===== src/rtl/tail_light_pkg.sv =====
// rtl/tail_light_pkg.sv - shared state type and lamp-pattern helpers for tail_light_seq
package tail_light_pkg;

  typedef enum logic [1:0] {
    IDLE   = 2'd0,
    LEFT   = 2'd1,
    RIGHT  = 2'd2,
    HAZARD = 2'd3
  } state_e;

  // Patterns are built at a fixed maximum width and truncated by the user to N_LAMPS.
  localparam int MAX_LAMPS = 32;

  function automatic int step_w(input int n_lamps);
    return $clog2(n_lamps + 1);
  endfunction

  function automatic logic [MAX_LAMPS-1:0] fill_lsb(input int k);
    logic [MAX_LAMPS-1:0] p;
    p = '0;
    for (int i = 0; i < MAX_LAMPS; i++) begin
      if (i < k) p[i] = 1'b1;
    end
    return p;
  endfunction

  function automatic logic [MAX_LAMPS-1:0] fill_msb(input int k, input int n_lamps);
    logic [MAX_LAMPS-1:0] p;
    p = '0;
    for (int i = 0; i < MAX_LAMPS; i++) begin
      if (i < n_lamps && i >= n_lamps - k) p[i] = 1'b1;
    end
    return p;
  endfunction

endpackage


===== src/rtl/tail_light_seq_prescaler.sv =====
// rtl/tail_light_seq_prescaler.sv - step-rate prescaler, one pulse every TICK_DIV cycles
module tick_prescaler #(
  parameter int TICK_DIV = 4
) (
  input  logic clk,
  input  logic rst_n,
  input  logic clr,
  output logic step_pulse
);

  localparam int CNT_W = (TICK_DIV > 1) ? $clog2(TICK_DIV) : 1;
  localparam logic [CNT_W-1:0] CNT_LAST = CNT_W'(TICK_DIV - 1);

  logic [CNT_W-1:0] cnt_q, cnt_d;

  assign step_pulse = (cnt_q == CNT_LAST);

  always_comb begin
    cnt_d = cnt_q + CNT_W'(1);
    if (clr || step_pulse) cnt_d = '0;
  end

  always_ff @(posedge clk or negedge rst_n) begin
    if (!rst_n) cnt_q <= '0;
    else        cnt_q <= cnt_d;
  end

endmodule


===== src/rtl/tail_light_seq.sv =====
// rtl/tail_light_seq.sv - sequential turn/hazard/brake tail-light controller
module tail_light_seq
  import tail_light_pkg::*;
#(
  parameter int N_LAMPS  = 3,
  parameter int TICK_DIV = 4
) (
  input  logic               clk,
  input  logic               rst_n,
  input  logic               left,
  input  logic               right,
  input  logic               hazard,
  input  logic               brake,
  output logic [N_LAMPS-1:0] tl,
  output logic [N_LAMPS-1:0] tr,
  output logic               busy
);

  localparam int STEP_W = step_w(N_LAMPS);
  localparam logic [STEP_W-1:0] STEP_LAST = STEP_W'(N_LAMPS);

  state_e              state_q, state_d, eff;
  logic [STEP_W-1:0]   step_q, step_d;
  logic [N_LAMPS-1:0]  tl_q, tl_d, tr_q, tr_d;
  logic                busy_q, busy_d;
  logic                step_pulse, clr;

  // The prescaler restarts on every state entry and is held clear while idle.
  assign clr = (state_q == IDLE) || (state_d != state_q);

  tick_prescaler #(.TICK_DIV(TICK_DIV)) u_prescaler (
    .clk        (clk),
    .rst_n      (rst_n),
    .clr        (clr),
    .step_pulse (step_pulse)
  );

  always_comb begin
    eff = IDLE;
    if (hazard || (left && right)) eff = HAZARD;
    else if (left)                 eff = LEFT;
    else if (right)                eff = RIGHT;
  end

  always_ff @(posedge clk or negedge rst_n) begin
    if (!rst_n) begin
      state_q <= IDLE;
      step_q  <= '0;
      tl_q    <= '0;
      tr_q    <= '0;
      busy_q  <= 1'b0;
    end else begin
      state_q <= state_d;
      step_q  <= step_d;
      tl_q    <= tl_d;
      tr_q    <= tr_d;
      busy_q  <= busy_d;
    end
  end

  // Only hazard preempts; everything else is re-evaluated at the wrap.
  always_comb begin
    state_d = state_q;
    step_d  = step_q;
    case (state_q)
      IDLE: begin
        state_d = eff;
        step_d  = '0;
      end
      default: begin
        if (hazard && state_q != HAZARD) begin
          state_d = HAZARD;
          step_d  = '0;
        end else if (step_pulse) begin
          if (step_q == STEP_LAST) begin
            step_d  = '0;
            state_d = eff;
          end else begin
            step_d = step_q + STEP_W'(1);
          end
        end
      end
    endcase
  end

  always_comb begin
    tl_d   = brake ? '1 : '0;
    tr_d   = brake ? '1 : '0;
    busy_d = (state_d != IDLE);
    case (state_d)
      LEFT:   tl_d = N_LAMPS'(fill_msb(int'(step_d), N_LAMPS));
      RIGHT:  tr_d = N_LAMPS'(fill_lsb(int'(step_d)));
      HAZARD: begin
        tl_d = N_LAMPS'(fill_msb(int'(step_d), N_LAMPS));
        tr_d = N_LAMPS'(fill_lsb(int'(step_d)));
      end
      default: ;
    endcase
  end

  assign tl   = tl_q;
  assign tr   = tr_q;
  assign busy = busy_q;

endmodule


===== config.mk =====
export PLATFORM = sky130hd
export DESIGN_NAME = tail_light_seq
export DESIGN_NICKNAME = d
export VERILOG_FILES = /design/src/rtl/tail_light_pkg.sv /design/src/rtl/tail_light_seq_prescaler.sv /design/src/rtl/tail_light_seq.sv
export SDC_FILE = /design/constraint.sdc
export NUM_CORES = 1
export LEC_CHECK = 0
export ABC_AREA = 1
export CELL_PAD_IN_SITES_DETAIL_PLACEMENT = 0
export CELL_PAD_IN_SITES_GLOBAL_PLACEMENT = 1
export CORE_MARGIN = 4
export CORE_UTILIZATION = 38
export DETAILED_ROUTE_END_ITERATION = 12
export GPL_ROUTABILITY_DRIVEN = 0
export PLACE_DENSITY = 0.79
export SETUP_SLACK_MARGIN = 0.1
export SLEW_MARGIN = 40
export SYNTH_ARGS = -nofsm -noshare
export SYNTH_HDL_FRONTEND = slang
export SYNTH_SLANG_ARGS = --single-unit

===== constraint.sdc =====
create_clock -name clk -period 3.3 [get_ports clk]
set_clock_uncertainty 0.2 [all_clocks]
set_input_delay 0.66 -clock clk [delete_from_list [all_inputs] [get_ports clk]]
set_output_delay 0.66 -clock clk [all_outputs]
set_load 0.01 [all_outputs]

### After elaboration in Yosys (flattened, before gate mapping)

Index checks and enable logic that the tools add are counted.

* bits in registers: 13
* bits of input ports: 6

* add/subtract/negate cells: 3
* magnitude comparators: 6
* equality and inequality tests: 7
* muxes and demuxes: 21
* reduce and logical (&&, ||, !) cells: 9

Operators by type and width (count)
* $ge A1 B32 Y1 const A: 1
* $ge A2 B32 Y1 const A: 1
* $ge A3 B32 Y1 const A: 1
* $mux W2: 12
* $mux W3: 3
* $eq A2 B2 Y1 const B: 4
* $mux W1: 6
* $add A2 B1 Y2 const B: 2
* $lt A1 B2 Y1 const A: 2
* $reduce_or A2 Y1: 2
* $logic_or A1 B1 Y1: 3
* $sub A2 B2 Y3 const A: 1
* $eq A2 B1 Y1 const B: 1
* $logic_and A1 B1 Y1: 2
* $logic_not A2 Y1: 1
* $lt A2 B2 Y1 const A: 1
* $ne A2 B2 Y1: 1
* $ne A2 B2 Y1 const B: 1
* $reduce_bool A2 Y1: 1

### Longest topological paths before layout

* word-level depth: 11
* depth in mapped cells: 9
* mapped depth without buffers: 9

### Hierarchy

Synthesis repeated with hierarchy kept, for this count alone.

* cell total of the unflattened synthesis: 76
* area total of the unflattened synthesis: 638.1 um^2

By module, submodules not included
* tail_light_seq: instances 1, cells each 67, area each 553.0 um^2
* tick_prescaler: instances 1, cells each 9, area each 85.1 um^2

### Worst setup path after synthesis

No wires, ideal clock.

* path kind: input port to flip-flop
* from: in hazard
* to: reg tl_q[2], in the netlist tl[2]
* setup time: 116 ps
* data arrival time: 1293 ps
* required time: 2984 ps
* slack: 1691 ps
* cell stages on the path: 7
* cells stage by stage: or2_1 nand2_1 nand2_2 a21oi_4 inv_2 nand2_1 nand2_1

* word-level cells in the longest chain between the ends: 9

RTL lines
* start: declaration: RTL line tail_light_seq.sv:12 `input logic hazard,`
* $logic_or A1 B1 Y1: RTL line tail_light_seq.sv:40 `if (hazard || (left && right)) eff = HAZARD;`
* $mux W2: RTL line tail_light_seq.sv:40
* $mux W2: RTL line tail_light_seq.sv:75 `if (step_q == STEP_LAST) begin`
* $mux W2: RTL line tail_light_seq.sv:74 `end else if (step_pulse) begin`
* $mux W2: RTL line tail_light_seq.sv:71 `if (hazard && state_q != HAZARD) begin`
* $mux W2 *: RTL line tail_light_seq.sv:65 `case (state_q)`
* net state_d[0]: RTL line tail_light_seq.sv:22 `state_e state_q, state_d, eff;`
* $eq A2 B2 Y1 / $eq A2 B1 Y1 (equally long branches): RTL line tail_light_seq.sv:90 `case (state_d)`
* $reduce_or A2 Y1 (no source line) *
* $mux W3 *
* net tl_d[2]: RTL line tail_light_seq.sv:24 `logic [N_LAMPS-1:0] tl_q, tl_d, tr_q, tr_d;`
* end signal: assignment: RTL line tail_light_seq.sv:55 `tl_q <= tl_d;`
* end: declaration: RTL line tail_light_seq.sv:24

Mark *: on every way through the listed nets, which the timed path passes. The rest lies on a longest branch.

### Final worst setup path

* from: reg tl_q[0], in the netlist tl[0]
* to: out tl[0]

RTL lines
* end: declaration: RTL line tail_light_seq.sv:14 `output logic [N_LAMPS-1:0] tl,`

No word-level cell between the ends.

==> impl_metrics.ini <==
[status]
status = finished clean

[drt]
wl_per_cell_um = 11.3
vias = 488
via_per_inst = 4.83
drt_drc_violations_left = 0
drt-pass1-iter-count = 5
wl_um = 1140
drt_iter0_markers = 5
ant_nets = 0

[placement]
place_hpwl_um = 917
port_buffers = 12

[setup_path]
startpoint = tl[0]$_DFF_PN0_
critical_path.slowest_cell = clkdlybuf4s50_1
criticalPathCategory = flop to primary output
crit_path_end_kind = primary output
cp.arrival_ns = 1.15
reg2reg_from = u_prescaler.cnt_q[0]$_DFF_PN0_
ff2ff_setup_slack_ns = 1.58
worstPathMaxFanout = 1
rr_worst_depth = 9
cp_num_buf_inv = 1
crit_path_max_incr_delay_ns = 0.53
crit_chain = clkdlybuf4s50_1
required_ns = 2.44
cp_top_family = buffers and inverters
reg2reg_to = tl[2]$_DFF_PN0_
crit_path_start_kind = flop

[final_layout]
final_common_cell = nand2_1
mostFrequentLayoutCells = nand2_1 (18), dfrtp_1 (13), clkdlybuf4s50_1 (12), nand2_2 (10)
fillCellCount = 153
antenna_cells = 0
layout-drive-gt1-share = 0.271
area_growth_pct = 26.3
nets = 94

[synth]
synth-seq-area-share = 0.514
synth-seq-cells = 13
syn_area_per_cell_um2 = 9.18
synth.area.top_cells = dfrtp_1 (51%), nand2_1 (11%), nand2_2 (9.9%)
syn_inst = 69
syn-num-nets = 77
yosys.area.top_type = dfrtp_1
synth-warning-count = 0
synth_top_area_share = 0.514
synthDistinctLibCells = 17
syn_area_um2 = 633

[clock_tree]
clk_path_buf_depth = 2
cts_tree = yes
post-cts-setup-buffers = 0
cts_root_buf = clkbuf_4
cts-resized-gates = 0
path_clk_slew_ns = 0.08
cts_buffers = 3
cts_sinks = 13
clk_latency_ns = 0.28
htreeDepth = 1
cts_hold_buf = 0

[sta]
fin_setup_tns_ns = 0
relSlewSlack = 0.611
finalHoldViolations = 0
min_period_ns = 2.01
rsz0062_at_grt = no
slew_viol_final = 0
max_freq_ghz = 0.498
setup_viol = 0
post-route-period-util = 0.609
worst_slew_pin_slew_ns = 0.582

[hold_path]
hold_class = flop to flop
hold_depth = 1
hp-start = u_prescaler.cnt_q[0]$_DFF_PN0_
hold-path-endpoint = u_prescaler.cnt_q[0]$_DFF_PN0_

[die]
fp-row-count = 14
initial_core_util = 0.411
ios = 13
die_h_um = 48.8
core_area_um2 = 1540
die_width_um = 48.8
die_area_um2 = 2380

[global_routing]
grt_max_degree = 14
grt_pass1_vias = 421
antenna_found_initial = 0
grt_pass1_wl_um = 1920
globalRouteOverflowTotal = 0
track_usage = 0.108

[power]
peakVddDrop_mv = 0.479
leakage_nw = 0.407
power.density_nw_per_um2 = 866
total_power_uw = 692

[job]
max_cap_viol_count = 0
-- cell families after synthesis --
logic type / synth area share
AND/OR/NAND/NOR: 0.304
flip-flops: 0.514
buffers and inverters: 0.0593
AO/OA/AOI/OAI: 0.0830
adder cells (fa/ha/maj): 0.0395
-- state kept, by name, indices dropped and copies added (netlist names) --
register,flops
u_prescaler.cnt_q,2
tl,3
tr,3
busy,1
state_q,2
step_q,2
-- power breakdown --
group,switching (mW),internal (mW)
Combinational,0.193,0.151
Clock,0.0488,0.0469
Sequential,0.0306,0.222
-- cells in the mapped netlist --
cell / number
nand2_1: 18
dfrtp_1: 13
nand2_2: 10
inv_1: 5
inv_2: 5
o21ai_1: 4
ha_1: 2
nand3_2: 2
nor3_1: 2
a21boi_2: 1
a21oi_1: 1
a21oi_4: 1
nand3_1: 1
nand4_1: 1
nor2_1: 1
nor2_4: 1
or2_1: 1
-- how the worst max path moves through the flow --
| stage | depth (start not counted) | end | slack (ns) |
|---|---|---|---|
| after detailed placement | 8 | tl[2]$_DFF_PN0_ | 1.11 |
| after global placement | 8 | tl[2]$_DFF_PN0_ | 1.14 |
| after CTS | 1 | tl[0] | 1.28 |
| after floorplan | 7 | tl[2]$_DFF_PN0_ | 1.69 |
| after global routing | 1 | busy | 1.25 |
| final | 1 | tl[0] | 1.29 |
-- layout make-up --
class | count | area, µm² | share of cell area
multi-input cells | 46 | 270 | 0.338
flip-flops and latches | 13 | 325 | 0.407
clock buffers | 4 | 26.3 | 0.0329
inverters | 10 | 37.5 | 0.0469
well taps | 16 | 20.0 | 0.0250
repair buffers | 12 | 120 | 0.150
-- per-stage QoR --
step	util	area [µm²]	worst slack [ns]	cells	hold slack [ns]
finish	0.519	800	1.29	101	0.239
global route	0.519	800	1.25	101	0.266
CTS	0.519	800	1.28	101	0.244
detailed placement	0.502	773	1.11	97	0.234
global placement	0.502	773	1.14	97	0.229
floorplan	-	633	1.69	69	0.164
-- layer usage --
metal | vias to the layer above | GRT usage | routed length [µm]
met5 | - | 0 | 0
met4 | 0 | 0.0538 | 26
met3 | 4 | 0.0581 | 58
met2 | 11 | 0.154 | 529
met1 | 223 | 0.129 | 527
li1 | 250 | - | -
(Power assumes the default switching activity.)
